### config.mk
export PLATFORM = sky130hd
export DESIGN_NAME = line_sequencer_flat
export DESIGN_NICKNAME = d
export VERILOG_FILES = /design/src/rtl/line_sequencer_pkg.sv /design/src/rtl/line_sequencer_if.sv /design/src/rtl/line_sequencer_stepper.sv /design/src/rtl/line_sequencer.sv /design/src/flat_wrapper.sv
export SDC_FILE = /design/constraint.sdc
export NUM_CORES = 1
export LEC_CHECK = 0
export ABC_AREA = 1
export CORE_ASPECT_RATIO = 1.25
export CORE_MARGIN = 2
export CORE_UTILIZATION = 43
export CTS_BUF_LIST = sky130_fd_sc_hd__clkbuf_16
export DETAILED_ROUTE_END_ITERATION = 16
export GPL_ROUTABILITY_DRIVEN = 1
export PLACE_DENSITY = 0.67
export SYNTH_ARGS = -nofsm -noshare
export SYNTH_HDL_FRONTEND = slang
export SYNTH_SLANG_ARGS = --single-unit
### constraint.sdc
create_clock -name CLOCK_50 -period 5.6 [get_ports CLOCK_50]
set_input_delay 1.12 -clock CLOCK_50 [delete_from_list [all_inputs] [get_ports CLOCK_50]]
set_output_delay 1.12 -clock CLOCK_50 [all_outputs]
set_load 0.05 [all_outputs]
### src/rtl/line_sequencer_pkg.sv
// line_seq_pkg: shared state encoding, default geometry and coordinate type for the line sequencer
package line_seq_pkg;
  localparam int SCREEN_W_DEF = 640;
  localparam int SCREEN_H_DEF = 480;
  localparam int COORD_W_DEF = 11;
  typedef enum logic [1:0] {CLEAR, IDLE, ERASE, DRAW} seq_state_t;
  typedef logic [COORD_W_DEF-1:0] coord_t;
endpackage

### src/rtl/line_sequencer_if.sv
// line_sequencer_if: line-command handshake and clear request from the key/switch logic
interface line_sequencer_if import line_seq_pkg::*; #(parameter int COORD_W = COORD_W_DEF);
  logic cmd_valid;
  logic cmd_ready;
  logic clear_req;
  logic [COORD_W-1:0] cmd_x0, cmd_y0, cmd_x1, cmd_y1;
  modport master(output cmd_valid, clear_req, cmd_x0, cmd_y0, cmd_x1, cmd_y1, input cmd_ready);
  modport slave(input cmd_valid, clear_req, cmd_x0, cmd_y0, cmd_x1, cmd_y1, output cmd_ready);
endinterface

### src/rtl/line_sequencer_stepper.sv
// bresenham_stepper: integer Bresenham walker; x/y/valid/last describe the pixel taken at the next edge
module bresenham_stepper import line_seq_pkg::*; #(parameter int COORD_W = COORD_W_DEF) (
  input  logic CLOCK_50,
  input  logic reset,
  input  logic start,
  input  logic [COORD_W-1:0] x0, y0, x1, y1,
  output logic [COORD_W-1:0] x, y,
  output logic valid,
  output logic last
);
  localparam logic [COORD_W-1:0] ONE = COORD_W'(1);
  logic [COORD_W-1:0] cx, cy, ex, ey, adx, ady, nx, ny;
  logic signed [COORD_W+1:0] dx, dy, err, e2, err_n, ldx, ldy;
  logic run, sx_neg, sy_neg, step_x, step_y, at_end;
  always_comb begin
    adx = x1 >= x0 ? x1 - x0 : x0 - x1;
    ady = y1 >= y0 ? y1 - y0 : y0 - y1;
    ldx = $signed({2'b00, adx});
    ldy = -$signed({2'b00, ady});
    e2 = err <<< 1;
    step_x = e2 >= dy;
    step_y = e2 <= dx;
    nx = step_x ? (sx_neg ? cx - ONE : cx + ONE) : cx;
    ny = step_y ? (sy_neg ? cy - ONE : cy + ONE) : cy;
    err_n = err + (step_x ? dy : '0) + (step_y ? dx : '0);
    at_end = cx == ex && cy == ey;
    x = start ? x0 : nx;
    y = start ? y0 : ny;
    valid = start || (run && !at_end);
    last = valid && x == (start ? x1 : ex) && y == (start ? y1 : ey);
  end
  always_ff @(posedge CLOCK_50) begin
    if (reset) begin
      run <= 1'b0;
    end else begin
      run <= valid;
      if (start) begin
        ex <= x1;
        ey <= y1;
        sx_neg <= x1 < x0;
        sy_neg <= y1 < y0;
        dx <= ldx;
        dy <= ldy;
        err <= ldx + ldy;
        cx <= x0;
        cy <= y0;
      end else if (valid) begin
        cx <= nx;
        cy <= ny;
        err <= err_n;
      end
    end
  end
endmodule

### src/rtl/line_sequencer.sv
// line_sequencer: owns the framebuffer write port; clears the screen, erases the previous line, draws the new one
module line_sequencer import line_seq_pkg::*; #(
  parameter int SCREEN_W = SCREEN_W_DEF,
  parameter int SCREEN_H = SCREEN_H_DEF,
  parameter int COORD_W = COORD_W_DEF
) (
  input  logic CLOCK_50,
  input  logic reset,
  line_sequencer_if.slave cmd,
  output logic busy,
  output logic done,
  output logic [COORD_W-1:0] fb_x,
  output logic [COORD_W-1:0] fb_y,
  output logic fb_color,
  output logic fb_write
);
  localparam logic [COORD_W-1:0] XMAX = COORD_W'(SCREEN_W - 1);
  localparam logic [COORD_W-1:0] YMAX = COORD_W'(SCREEN_H - 1);
  localparam logic [COORD_W-1:0] ONE = COORD_W'(1);
  seq_state_t st, st_n;
  logic has_prev, fb_last, live, accept, clr_last, stp_start, stp_valid, stp_last;
  logic [COORD_W-1:0] px0, py0, px1, py1, cx0, cy0, cx1, cy1;
  logic [COORD_W-1:0] sx0, sy0, sx1, sy1, stp_x, stp_y;
  function automatic logic vis(input logic [COORD_W-1:0] px, input logic [COORD_W-1:0] py);
    return px <= XMAX && py <= YMAX;
  endfunction
  // In IDLE the stepper is fed the erase line (or the new one when nothing is on screen);
  // the DRAW reload after an erase takes the latched command.
  always_comb begin
    accept = st == IDLE && cmd.cmd_valid && !cmd.clear_req;
    sx0 = st == IDLE ? (has_prev ? px0 : cmd.cmd_x0) : cx0;
    sy0 = st == IDLE ? (has_prev ? py0 : cmd.cmd_y0) : cy0;
    sx1 = st == IDLE ? (has_prev ? px1 : cmd.cmd_x1) : cx1;
    sy1 = st == IDLE ? (has_prev ? py1 : cmd.cmd_y1) : cy1;
    stp_start = accept || (st == DRAW && !live);
    clr_last = fb_write && fb_x == XMAX && fb_y == YMAX;
  end
  always_comb begin
    st_n = st;
    case (st)
      CLEAR: st_n = clr_last ? IDLE : CLEAR;
      IDLE: st_n = cmd.clear_req ? CLEAR : cmd.cmd_valid ? (has_prev ? ERASE : DRAW) : IDLE;
      ERASE: st_n = fb_last ? DRAW : ERASE;
      DRAW: st_n = fb_last ? IDLE : DRAW;
    endcase
  end
  always_ff @(posedge CLOCK_50) st <= reset ? CLEAR : st_n;
  bresenham_stepper #(.COORD_W(COORD_W)) u_stepper (
    .CLOCK_50(CLOCK_50),
    .reset(reset),
    .start(stp_start),
    .x0(sx0),
    .y0(sy0),
    .x1(sx1),
    .y1(sy1),
    .x(stp_x),
    .y(stp_y),
    .valid(stp_valid),
    .last(stp_last)
  );
  always_ff @(posedge CLOCK_50) begin
    if (reset) begin
      fb_x <= '0;
      fb_y <= '0;
      fb_color <= 1'b0;
      fb_write <= 1'b0;
      cmd.cmd_ready <= 1'b0;
      busy <= 1'b1;
      done <= 1'b0;
      has_prev <= 1'b0;
      fb_last <= 1'b0;
      live <= 1'b0;
    end else begin
      cmd.cmd_ready <= st_n == IDLE;
      busy <= st_n != IDLE;
      done <= st == DRAW && fb_last;
      fb_last <= stp_last;
      live <= stp_valid;
      if (st == CLEAR) begin
        fb_color <= 1'b0;
        fb_write <= !clr_last;
        if (fb_write && !clr_last) begin
          fb_x <= fb_x == XMAX ? '0 : fb_x + ONE;
          fb_y <= fb_x == XMAX ? fb_y + ONE : fb_y;
        end
      end else if (st == IDLE && cmd.clear_req) begin
        fb_x <= '0;
        fb_y <= '0;
        fb_color <= 1'b0;
        fb_write <= 1'b1;
        has_prev <= 1'b0;
      end else begin
        fb_x <= stp_x;
        fb_y <= stp_y;
        fb_color <= st_n == DRAW;
        fb_write <= stp_valid && vis(stp_x, stp_y);
      end
      if (accept) {cx0, cy0, cx1, cy1} <= {cmd.cmd_x0, cmd.cmd_y0, cmd.cmd_x1, cmd.cmd_y1};
      if (st == DRAW && fb_last) begin
        {px0, py0, px1, py1} <= {cx0, cy0, cx1, cy1};
        has_prev <= 1'b1;
      end
    end
  end
endmodule

### src/flat_wrapper.sv
// flat-port wrapper written by rule: the top's interface ports become plain ports
module line_sequencer_flat import line_seq_pkg::*;
#(
  parameter int SCREEN_W = SCREEN_W_DEF,
  parameter int SCREEN_H = SCREEN_H_DEF,
  parameter int COORD_W = COORD_W_DEF
)
  (CLOCK_50, reset, busy, done, fb_x, fb_y, fb_color, fb_write, cmd_cmd_valid, cmd_clear_req, cmd_cmd_x0, cmd_cmd_y0, cmd_cmd_x1, cmd_cmd_y1, cmd_cmd_ready);
  line_sequencer_if #(.COORD_W(COORD_W)) cmd_i ();
  input  logic CLOCK_50;
  input  logic reset;
  output logic busy;
  output logic done;
  output logic [COORD_W-1:0] fb_x;
  output logic [COORD_W-1:0] fb_y;
  output logic fb_color;
  output logic fb_write;
  input wire logic [$bits(cmd_i.cmd_valid)-1:0] cmd_cmd_valid;
  input wire logic [$bits(cmd_i.clear_req)-1:0] cmd_clear_req;
  input wire logic [$bits(cmd_i.cmd_x0)-1:0] cmd_cmd_x0;
  input wire logic [$bits(cmd_i.cmd_y0)-1:0] cmd_cmd_y0;
  input wire logic [$bits(cmd_i.cmd_x1)-1:0] cmd_cmd_x1;
  input wire logic [$bits(cmd_i.cmd_y1)-1:0] cmd_cmd_y1;
  output wire logic [$bits(cmd_i.cmd_ready)-1:0] cmd_cmd_ready;
  assign cmd_i.cmd_valid = cmd_cmd_valid;
  assign cmd_i.clear_req = cmd_clear_req;
  assign cmd_i.cmd_x0 = cmd_cmd_x0;
  assign cmd_i.cmd_y0 = cmd_cmd_y0;
  assign cmd_i.cmd_x1 = cmd_cmd_x1;
  assign cmd_i.cmd_y1 = cmd_cmd_y1;
  assign cmd_cmd_ready = cmd_i.cmd_ready;
  line_sequencer #(.SCREEN_W(SCREEN_W), .SCREEN_H(SCREEN_H), .COORD_W(COORD_W)) u_core (.CLOCK_50(CLOCK_50), .reset(reset), .cmd(cmd_i), .busy(busy), .done(done), .fb_x(fb_x), .fb_y(fb_y), .fb_color(fb_color), .fb_write(fb_write));
endmodule
Yosys cells after proc, flatten, opt, wreduce, memory -nomap -nowiden
Index checks and enable logic that the tools add are counted.
{ "totals": {"mem_bits_rw": 0, "mem_count": 0, "romBits": 0, "latchBits": 0, "ff_bits": 203, "out_inout_bits": 27, "elab_cells": 142} }
{ "op_classes": {"n_reduce_logical": 30, "n_bitwise": 1, "div_mod_pow": 0, "add_sub_neg": 14, "order_cmp": 8, "n_mul": 0, "muxes": 46, "n_shift": 0, "eq_ne": 15} }
{ "ops": {"columns": ["op", "n"], "rows": [
  ["11-bit 2-to-1 mux", 31],
  ["11-bit by 1-bit adder with 11-bit output (second input constant)", 4],
  ["11-bit == test", 4],
  ["11-bit subtractor", 4],
  ["13-bit 2-to-1 mux", 3],
  ["11-bit >= comparator", 2],
  ["11-bit < comparator", 2],
  ["11-bit by 1-bit subtractor with 11-bit output (second input constant)", 2],
  ["1-bit logical AND", 14],
  ["12-bit by 13-bit adder with 13-bit output", 1],
  ["13-bit by 11-bit adder with 13-bit output", 1],
  ["13-bit adder", 1],
  ["13-bit >= comparator", 1],
  ["13-bit by 12-bit less-or-equal comparator with 1-bit output", 1],
  ["11-bit negation with 13-bit output", 1],
  ["2-bit AND reduction", 6],
  ["11-bit by 10-bit == test with 1-bit output (second input constant)", 1],
  ["11-bit by 9-bit == test with 1-bit output (second input constant)", 1],
  ["11-bit by 10-bit less-or-equal comparator with 1-bit output (second input constant)", 1],
  ["11-bit by 9-bit less-or-equal comparator with 1-bit output (second input constant)", 1],
  ["1-bit 2-to-1 mux", 8],
  ["2-bit case mux with 4 select lines", 1],
  ["2-bit == test (second input constant)", 3],
  ["2-bit 2-to-1 mux", 3],
  ["other kinds (9)", 17]
]} }

Longest topological paths before layout
Gate-level depths: netlist (run 1).
{ "depth": {"word_depth": 10, "ltp_mapped": 35, "ltp_nobuf": 33} }

By module
From an unflattened synthesis (run 1), not the netlist that was laid out.
{ "hier_totals": {"cells_unflattened": 2004, "hier_area_um2": 15244.6} }
{ "by_module_without_submodules": {"columns": ["module", "n_inst", "area_per_inst_um2", "seq_area_each_um2", "cells_each"], "rows": [
  ["bresenham_stepper", 1, 9665.5, 2482.4, 1373],
  ["line_sequencer", 1, 5579.1, 3283.1, 631]
]} }

Worst setup path after synthesis (run 1)
No wires, ideal clock.
{ "synth_path": {"path_kind": "reg2reg", "startpoint": "register u_core.u_stepper.err[7]", "endpoint": "register u_core.u_stepper.err[11], data pin", "t_required_ps": 5347, "period_less_slack_ps": 4586, "setup_ps": 253, "setup_slack_ps": 1014, "arrival_time_ps": 4333, "path_stages_with_launch": 26, "cell_sequence": "edfxtp_1 -> ha_1 -> nand4_1 -> or2_2 -> o21ai_2 -> nand3_1 -> buf_2 -> buf_1 -> nand2_1 -> inv_1 -> fa_1 -> inv_1 -> fa_1 -> o21ai_0 -> nand2_1 -> inv_1 -> nor2_1 -> o21ai_0 -> a21oi_1 -> o21bai_1 -> nand2_1 -> nand2_1 -> a21oi_1 -> xor2_1 -> nand2_1 -> nand2_1"} }
{ "synth_via": {"elab_chain_len": 6, "elab_cells_between_ends": 8} }
{ "synth_rtl": {"columns": ["element", "line_no", "source"], "rows": [
  ["start, declared", "line_sequencer_stepper.sv:13", "logic signed [COORD_W+1:0] dx, dy, err, e2, err_n, ldx, ldy;"],
  ["start signal, assigned", "line_sequencer_stepper.sv:44", "err <= ldx + ldy;"],
  ["start signal, assigned", "line_sequencer_stepper.sv:50", "err <= err_n;"],
  ["13-bit >= comparator", "line_sequencer_stepper.sv:21", "step_x = e2 >= dy;"],
  ["13-bit 2-to-1 mux", "line_sequencer_stepper.sv:25", "err_n = err + (step_x ? dy : '0) + (step_y ? dx : '0);"],
  ["13-bit adder", "line_sequencer_stepper.sv:25", null],
  ["13-bit by 11-bit adder with 13-bit output (*)", "line_sequencer_stepper.sv:25", null],
  ["13-bit 2-to-1 mux (*)", "line_sequencer_stepper.sv:47", "end else if (valid) begin"],
  ["13-bit 2-to-1 mux (*)", "line_sequencer_stepper.sv:37", "if (start) begin"]
]} }
Every way passes the cells marked *; elsewhere a longest branch is shown, timed or not. The select of a mux whose other input is x is not followed.
A chain may end at the register's enable or synchronous reset.

Final worst setup path (run 1)
{ "layout_path": {"startpoint": "input cmd_cmd_y0[2]", "endpoint": "register u_core.u_stepper.err[11], data pin"} }
{ "layout_via": {"elab_chain_len": 7, "elab_cells_between_ends": 9} }
{ "layout_rtl": {"columns": ["element", "line_no", "source"], "rows": [
  ["start, declared", "flat_wrapper.sv:21", "input wire logic [$bits(cmd_i.cmd_y0)-1:0] cmd_cmd_y0;"],
  ["11-bit 2-to-1 mux (*) (2 in series)", "line_sequencer.sv:32", "sy0 = st == IDLE ? (has_prev ? py0 : cmd.cmd_y0) : cy0;"],
  ["11-bit subtractor / 11-bit >= comparator (equally long branches)", "line_sequencer_stepper.sv:17", "ady = y1 >= y0 ? y1 - y0 : y0 - y1;"],
  ["11-bit 2-to-1 mux (*)", "line_sequencer_stepper.sv:17", null],
  ["11-bit negation with 13-bit output (*)", "line_sequencer_stepper.sv:19", "ldy = -$signed({2'b00, ady});"],
  ["named net u_core.u_stepper.ldy[10]", "line_sequencer_stepper.sv:13", null],
  ["12-bit by 13-bit adder with 13-bit output (*)", "line_sequencer_stepper.sv:44", null],
  ["13-bit 2-to-1 mux (*)", "line_sequencer_stepper.sv:37", null]
]} }
Mark *: on every way through the listed nets, which the timed path passes. The rest lies on a longest branch.

==> results of run 1 <==
[layout by cell type, fill, tap and decap left out, types with 3 or more instances in the layout]
master,n
nand2_1,453
inv_1,299
nor2_1,203
edfxtp_1,170
o21ai_0,160
nand3_1,106
ha_1,103
a21oi_1,83
clkdlybuf4s50_1,74
xor2_1,49
buf_4,44
nand4_1,32
dfxtp_1,31
nand2_2,23
clkbuf_16,23
fa_1,19
inv_2,15
or2_2,13
xnor2_1,13
a31oi_1,12
nor3_1,11
a221oi_1,11
nand3_2,9
nor2_2,8
nor2_4,8
clkinv_2,8
o21bai_1,6
a21o_1,6
nand3b_1,6
clkinv_1,6
o21ai_1,6
nor4_1,5
o211ai_1,4
a211oi_1,4
o221ai_1,3
o22ai_1,3
bufinv_16,3
[cell type report]
cell class,count,area (um^2),share of cell area (%)
multi-input cells,1382,7840,45.6
flip-flops and latches,202,5750,33.4
inverters,316,1190,6.89
repair buffers,119,1090,6.34
well taps,468,586,3.40
clock buffers,23,576,3.34
clock inverters,19,179,1.04
[synthesized netlist by cell type (3+ instances only)]
master / number
a21o_1: 6
o22ai_1: 3
nand3_1: 106
nand2_2: 23
edfxtp_1: 170
xor2_1: 49
dfxtp_1: 32
nor2_2: 5
clkbuf_1: 29
buf_1: 6
o221ai_1: 3
nor2_4: 6
a221oi_1: 11
nand3_2: 9
o21ai_1: 7
buf_2: 13
o21ai_0: 160
inv_2: 15
nand2_1: 453
o21bai_1: 6
a21oi_1: 83
xnor2_1: 13
o211ai_1: 4
a31oi_1: 12
nor4_1: 5
ha_1: 103
nand3b_1: 6
a211oi_1: 4
fa_1: 19
nand4_1: 32
nor2_1: 208
or2_2: 13
clkinv_1: 4
inv_1: 297
nor3_1: 11
[cells by family (layout without fill, tap and decap cells)]
kind of cell | Yosys count | after routing | share of synthesized area, %
AOI/OAI and AO/OA | 316 | 316 | 11.8
xor gates and xnor gates | 62 | 62 | 3.63
adders and majority gates | 122 | 122 | 11.2
buffers and inverters | 367 | 477 | 9.42
DFF | 202 | 202 | 38.4
muxes | 1 | 1 | 0.0752
and+or+nand+nor | 881 | 881 | 25.5
[power by group through the flow]
stage          Combinational, mW  Sequential, mW  Clock, mW
2_1_floorplan             0.0491            1.69          0
3_3_place_gp               0.127            1.67          0
3_5_place_dp               0.129            1.68          0
4_1_cts                    0.130            1.64       1.55
5_1_grt                    0.142            1.64       1.61
6_report                   0.130            1.64       1.52
[path summary, 6_finish.rpt]
check / startpoint / endpoint / slack [ps] / depth (start not counted)
worst max-delay path: cmd_cmd_y0[2] / u_core.u_stepper.err[11] / 510 / 27
worst min-delay path: u_core.cx0[6] / u_core.px0[6] / 450 / 0
worst max register to register: u_core.u_stepper.err[7] / u_core.u_stepper.err[11] / 520 / 24
worst min register to register: u_core.cx0[6] / u_core.px0[6] / 450 / 0
[metal layers]
metal | routed length [um] | track usage, % | up-vias
met5 | 0 | 0 | -
met4 | 2140 | 11.1 | 0
met3 | 1410 | 2.16 | 94
met2 | 20400 | 40.7 | 301
met1 | 16800 | 26.8 | 6012
li1 | - | - | 6588
[timing repair]
action | 4_1_cts | 5_1_grt
setup endpoints to repair | 0 | 3
buffers inserted | 0 | 1
hold buffers | 0 | 0
resized for setup | 0 | 1
[worst reg2reg max path: stages (launching register included)]
cell	delay, ps
edfxtp_1	470
ha_1	360
nand4_1	130
nor2_1	210
nand4_1	390
nand3_1	380
buf_4	310
nand2_1	80
inv_1	80
fa_1	420
ha_1	360
nand2_1	60
o21ai_0	230
nand2_1	80
inv_1	80
nor2_1	50
o21ai_0	310
a21oi_1	140
o21bai_1	230
nand2_1	90
nand2_1	60
a21oi_1	60
xor2_1	140
nand2_1	70
nand2_1	60
[metrics by stage]
| step | hold WS, ps | setup TNS, ps | util, % |
|---|---|---|---|
| after floorplan | 421 | 0 | - |
| after global placement | 432 | -37.8 | 47.8 |
| after detailed placement | 435 | -268 | 47.8 |
| after CTS | 447 | 0 | 50.0 |
| after global routing | 452 | 0 | 50.0 |
| final | 446 | 0 | 50.0 |
==> metrics.txt, run 1 <==
Post-Syn Area per Cell 7.67 um^2; Largest regs u_core.u_stepper.dy: 13 flops, u_core.u_stepper.err: 12 flops; Post-Layout Inst Area 0.0172 mm^2; Synth area leaders edfxtp_1, nand2_1, ha_1; Post-Place Cells 2486; FILL cells 3388; CTS tree built; Psw 0.716 mW; Comb power frac 3.9%; Via Count 13000; Cell Area, Synth 0.0150 mm^2; layout cells sized above 1 8.44%; run status finished, final reports clean; crit path max-delay cell type clkdlybuf4s50_1; net total in the final layout 2214; DRC 0; Yosys top cell area share 34.1%; CTS Root Cell clkbuf_16; Internal 2.58 mW; Period Utilization, post-route 90.9%; Worst slew margin 41.5%; area grow syn2layout 15.0%; endpoints failing setup 0; FMAX 197 MHz; Area after DPL 0.0164 mm^2; Critical Path AT 5370 ps; die area 0.0363 mm^2; Sw Ratio 21.7%; DR WL/cell 16.1 um; Vias/cell 5.14; FF+latch count, synth 202; clock-pin transition on the worst setup and hold timing paths 60 ps; Clock Latency Late Sink 530 ps; Worst VDD drop 0.246 mV; min-delay worst type reg2reg; max reg flops 13; total power 3.30 mW; Final WS setup 512 ps; dpl ws -80.1 ps; max-cap violations 0; CTS Buffer Depth 3; # port buffers 74; EDFF count, synth 170; number of global-route vias before repair 12800; Post-Synthesis Net Count 2121; WL final 40700 um; Hold Vio Cnt, Final 0; Top reg by flops u_core.u_stepper.dy; I/O Pins 75; worst path buffer plus inverter count 4; static leakage power 7.87 nW; first-pass GRT wire length 64700 um; post-DP HPWL 31900 um; # rows 76; most frequent CP cell nand2_1; Worst path max stage delay 490 ps; CTS buffer count 23; die height 213 um; DRT antenna net count 0; Warnings, synthesis 0; Top Family by Delay on Critical Path simple AND/OR/NAND/NOR gates; aggregate global routing overflow 0; Worst-Margin Slew 874 ps; total power divided by cell area 192 mW/mm^2; ys async rst share 0%; clock group share of total power 46.2%; number of DRC markers in iteration 0 911; # clock sinks 202; initial antenna violation count 0; pin count of the biggest net entering global routing 48; CP startpoint kind primary input; TritonRoute pass-1 iters 5; RSZ-0062 raised after global routing false; post-route insts no fill 2529; H-tree levels 1; gp weighted congestion 0.989; initial core utilization 43.5%; area leader, netlist edfxtp_1; ANT cells 0; Worst setup EP type flip-flop; CP Class in2reg; sequential fraction of the synthesis area 38.4%; core area 0.0344 mm^2; clock skew 15.5 ps; Total Routing Usage GR 22.6%; WP data required 5880 ps; main flop type after synthesis edfxtp_1; crit path time final 5090 ps; sequential cell fraction of total power 49.8%; Pins Over Slew Limit 0; Crit Path Max Fanout 5; Synth cell types 53; Die Width 171 um; Gate Count Post-Synth 1951
Power figures use the tool's default switching activity.
==> run 2: changes to the inputs <==
--- a/config.mk
+++ b/config.mk
@@ -7,7 +7,6 @@
 export LEC_CHECK = 0
 export ABC_AREA = 1
 export CORE_ASPECT_RATIO = 1.25
-export CORE_MARGIN = 2
 export CORE_UTILIZATION = 43
 export CTS_BUF_LIST = sky130_fd_sc_hd__clkbuf_16
 export DETAILED_ROUTE_END_ITERATION = 16
==> run 2 against run 1 <==
Net effect: via count rose by 0.43%; clock skew grew 7.5 ps; critical endpoint unchanged; power decreased by 3.8%; count of clock-buffer cells in the layout grew 1.
==> metrics.txt, run 2 (same netlist as run 1, synthesis figures left out) <==
Worst slew margin 47.7%; Hold EP u_core.py0[10]; Top reg by flops u_core.u_stepper.dy; post-CTS setup buffer count 0; area grow syn2layout 14.2%; run status finished, final reports clean; number of DRC markers in iteration 0 869; leading cell type in the layout, fill and taps excluded nand2_1; FILL cells 3341; Post-Layout Inst Area 0.0171 mm^2; clock skew 23.1 ps; total power divided by cell area 186 mW/mm^2; pin count of the biggest net entering global routing 74; dpl ws 29.8 ps; I/O Pins 75; hold slack final 447 ps; CP Class in2reg; WP data required 5890 ps; crit path max-delay cell type clkdlybuf4s50_1; TritonRoute pass-1 iters 5; Pins Over Slew Limit 0; Vias/cell 5.17; reg2reg start u_core.u_stepper.err[7]; # port buffers 74; endpoints failing setup 0; Worst VDD drop 0.230 mV; Clock Latency Late Sink 540 ps; CTS buffer count 23; R2R depth 24; aggregate global routing overflow 0; most frequent CP cell nand2_1; WL final 41300 um; Critical Path AT 5360 ps; die height 211 um; cts repair resizes 0; Crit Path Max Fanout 7; clock-pin transition on the worst setup and hold timing paths 60 ps; CTS tree built; CTS Root Cell clkbuf_16; core area 0.0343 mm^2; ANT cells 0; die area 0.0356 mm^2; Final WS setup 538 ps; Critical R2R Capture u_core.u_stepper.err[11]; WHS Path Cells 0; H-tree levels 1; Total Routing Usage GR 23.6%; DRC 0; Via Count 13100; hold path start u_core.cy0[10]; CTS Buffer Depth 3; layout cells sized above 1 7.74%; FMAX 198 MHz; net total in the final layout 2209; Worst setup EP type flip-flop; first-pass GRT wire length 66000 um; max-cap violations 0; commonest cells after routing, fill and taps aside nand2_1, inv_1, nor2_1; initial antenna violation count 0; Die Width 169 um; number of global-route vias before repair 12900; Worst path max stage delay 480 ps; initial core utilization 43.6%; Period Utilization, post-route 90.4%; Worst-Margin Slew 777 ps; crit path time final 5060 ps; RSZ-0062 raised after global routing false; CP startpoint kind primary input; R2R Setup Slk 550 ps; min-delay worst type reg2reg; max reg flops 13; CTS Hold Bufs 0; setup TNS 0 ps; total power 3.17 mW; Area after DPL 0.0164 mm^2; post-DP HPWL 32300 um; DRT antenna net count 0; DR WL/cell 16.4 um; static leakage power 7.81 nW; Largest regs u_core.u_stepper.dy: 13 flops, u_core.u_stepper.err: 12 flops; Hold Vio Cnt, Final 0; # rows 76; gp weighted congestion 0.959; # clock sinks 202
run 2: cell count changes in the layout (fill, tap and decap cells not counted), sizes merged:
| cell | delta |
|---|---|
| bufinv | -3 |
| clkinv | -2 |
| clkinvlp | -1 |
| clkbuf | +1 |
| inv | +4 |
| buf | -5 |
run 2: area by class of cell:
type | instances | area [um^2] | share of cell area [%]
Multi-Input combinational cell | 1382 | 7850 | 45.9
Sequential cell | 202 | 5750 | 33.6
Inverter | 316 | 1190 | 6.94
Timing Repair Buffer | 114 | 1040 | 6.09
Clock buffer | 24 | 601 | 3.52
Tap cell | 468 | 586 | 3.43
Clock inverter | 17 | 77.6 | 0.454
run 2: report_power, final:
group          internal [mW]  switching [mW]
sequential              1.63          0.0135
combinational         0.0606          0.0701
clock                  0.772           0.625
total                   2.46           0.708
run 2: how the worst max path moves through the flow:
stage                                        from                  endpoint  slack, ps
after global placement              cmd_cmd_y0[1]  u_core.u_stepper.err[11]         90
after CTS                 u_core.u_stepper.err[7]  u_core.u_stepper.err[11]        580
after floorplan           u_core.u_stepper.err[7]  u_core.u_stepper.err[11]       1010
after detailed placement            cmd_cmd_y0[1]  u_core.u_stepper.err[11]         30
after global routing      u_core.u_stepper.err[7]  u_core.u_stepper.err[11]        110
final                               cmd_cmd_y0[5]  u_core.u_stepper.err[11]        540
run 2: per-stage QoR:
| step | utilization, % | instances |
|---|---|---|
| after CTS | 49.8 | 2523 |
| after global routing | 49.8 | 2523 |
| after detailed placement | 47.8 | 2482 |
| after global placement | 47.8 | 2482 |
| final | 49.8 | 2523 |
| after floorplan | - | 1951 |
run 2: critical path, delay by kind of cell:
family / cells / cell delay [ps]
compound gates: 4 / 830
simple gates: 19 / 1850
buf+inv: 4 / 790
fa+ha+maj: 2 / 740
run 2: per-layer routing:
layer / vias up / part of all wire, % / GRT usage, %
met5: - / 0 / 0
met1: 6109 / 40 / 27.1
met3: 72 / 3.7 / 2.29
li1: 6571 / - / -
met4: 0 / 3.6 / 9.28
met2: 299 / 52 / 44.4
==> run 3: changes to the inputs <==
--- a/config.mk
+++ b/config.mk
@@ -6,7 +6,6 @@
 export NUM_CORES = 1
 export LEC_CHECK = 0
 export ABC_AREA = 1
-export CORE_ASPECT_RATIO = 1.25
 export CORE_UTILIZATION = 43
 export CTS_BUF_LIST = sky130_fd_sc_hd__clkbuf_16
 export DETAILED_ROUTE_END_ITERATION = 16
==> run 3 against run 2 <==
Net effect: combinational power about the same; clock power about the same; setup slack improved by 43 ps; first-iteration DRC count is 9.3% higher; clock skew shrank 2.7 ps; critical path depth is the same; highest routed layer unchanged; via count up 0.16%; sequential share of layout area rose by 0.084 points; final cell count down 0.83%; design area decreased by 0.25%.
==> metrics.txt, run 3 (same netlist as run 1, synthesis figures left out) <==
post-route insts no fill 2502; leading cell type in the layout, fill and taps excluded nand2_1; WL final 40500 um; clock skew 20.4 ps; most frequent CP cell nand2_1; number of DRC markers in iteration 0 950; CTS tree built; Top reg by flops u_core.u_stepper.dy; net total in the final layout 2208; Period Utilization, post-route 89.6%; Worst-Margin Slew 955 ps; Crit Path Max Fanout 7; core area 0.0339 mm^2; min-delay worst type reg2reg; global-route track usage on met1 30.9%; Area after DPL 0.0164 mm^2; CTS Root Cell clkbuf_16; Hold EP u_core.py0[8]; first-pass GRT wire length 66600 um; Worst path max stage delay 500 ps; setup TNS 0 ps; FMAX 199 MHz; Die Width 189 um; DRC 0; pin count of the biggest net entering global routing 77; total power 3.15 mW; Worst VDD drop 0.242 mV; clock group share of total power 43.6%; ANT cells 0; max reg flops 13; layout cells sized above 1 7.74%; Internal 2.44 mW; die area 0.0356 mm^2; CTS buffer count 23; multi-input logic area 0.00784 mm^2; Critical R2R Capture u_core.u_stepper.err[11]; initial antenna violation count 0; CP startpoint kind primary input; post-DP HPWL 31300 um; endpoints failing setup 0; hold path start u_core.cy0[8]; I/O Pins 75; Vias/cell 5.22; Via Count 13100; H-tree levels 1; Worst slew margin 36.2%; sequential cell fraction of total power 52.2%; R2R Setup Slk 640 ps; Post-Place Cells 2461; clock-pin transition on the worst setup and hold timing paths 70 ps; R2R depth 24; DR WL/cell 16.2 um; initial core utilization 44.2%; Worst setup EP type flip-flop; aggregate global routing overflow 0; Clock Latency Late Sink 540 ps; die height 189 um; run status finished, final reports clean; Post-Layout Inst Area 0.0170 mm^2; FILL cells 3269; area grow syn2layout 13.9%; WHS Path Cells 0; static leakage power 7.81 nW; Critical Path AT 5300 ps; # port buffers 74; DRT antenna net count 0; WP data required 5880 ps; crit path time final 5020 ps; max-cap violations 0; # clock sinks 202; commonest cells after routing, fill and taps aside nand2_1, inv_1, nor2_1; global route hottest layer met2; Pins Over Slew Limit 0; Sw Ratio 22.5%; TritonRoute pass-1 iters 6; Total Routing Usage GR 23.2%; GRT met3 Usage 2.05%; # rows 67; reg2reg start u_core.u_stepper.err[7]; number of global-route vias before repair 12900; gp weighted congestion 0.983; CTS Buffer Depth 3; hold slack final 433 ps; CP Class in2reg; register area 0.00575 mm^2; met2 Use GR 39.8%; total power divided by cell area 185 mW/mm^2; crit path max-delay cell type clkdlybuf4s50_1; Largest regs u_core.u_stepper.dy: 13 flops, u_core.u_stepper.err: 12 flops; Psw 0.710 mW; RSZ-0062 raised after global routing false; Hold Vio Cnt, Final 0; Comb power frac 4.2%
[run 3: changes by cell type in the layout (fill, tap and decap cells not counted), sizes merged]
| cell | change |
|---|---|
| inv | -1 |
| buf | -1 |
| clkinv | +2 |
| clkbuf | -1 |
[run 3: worst max-delay path by stage]
stage	start	end	slack (ps)	depth (start not counted)
floorplan	u_core.u_stepper.err[7]	u_core.u_stepper.err[11]	1010	25
global placement	cmd_cmd_y0[2]	u_core.u_stepper.err[11]	150	32
detailed placement	cmd_cmd_y0[2]	u_core.u_stepper.err[11]	80	32
CTS	u_core.st[1]	u_core.u_stepper.err[11]	610	26
global route	cmd_cmd_x0[2]	u_core.u_stepper.err[11]	60	29
finish	cmd_cmd_x0[2]	u_core.u_stepper.err[11]	580	29
[run 3: timing repair]
item / CTS / global route
setup endpoints to repair: 0 / 2
hold buffers: 0 / 0
buffers inserted: 0 / 0
resized for setup: 0 / 2
[run 3: area by class of cell]
class	count	share of cell area, %
inverter	316	6.98
tap	448	3.29
clock buffer	23	3.38
timing repair buffer	113	6.06
multi-input combinational	1382	46.0
sequential	202	33.7
clock inverter	18	0.558
[run 3: metal layers]
layer | part of all wire (%) | vias to the layer above
li1 | - | 6574
met1 | 46 | 6113
met2 | 47 | 319
met3 | 4.1 | 66
met4 | 3.0 | 0
met5 | 0 | -
[run 3: stage by stage]
step           util (%)  setup WS (ps)
2_1_floorplan         -           1010
3_3_place_gp       48.3            151
3_5_place_dp       48.3           83.3
4_1_cts            50.3            613
5_1_grt            50.3           62.0
6_report           50.3            581
[run 3: worst max-delay path, delay by kind of cell]
kind / cells / cell delay (ps)
AND/OR/NAND/NOR: 18 / 1720
adder cells (fa/ha/maj): 2 / 750
XOR/XNOR: 1 / 310
AO/OA/AOI/OAI: 4 / 620
buffers and inverters: 4 / 780
[run 3: power by group through the flow]
stage	combinational (mW)	sequential, mW	clock, mW
4_1_cts	0.131	1.64	1.40
3_3_place_gp	0.129	1.67	0
2_1_floorplan	0.0491	1.69	0
5_1_grt	0.144	1.64	1.46
6_report	0.132	1.64	1.37
3_5_place_dp	0.130	1.68	0
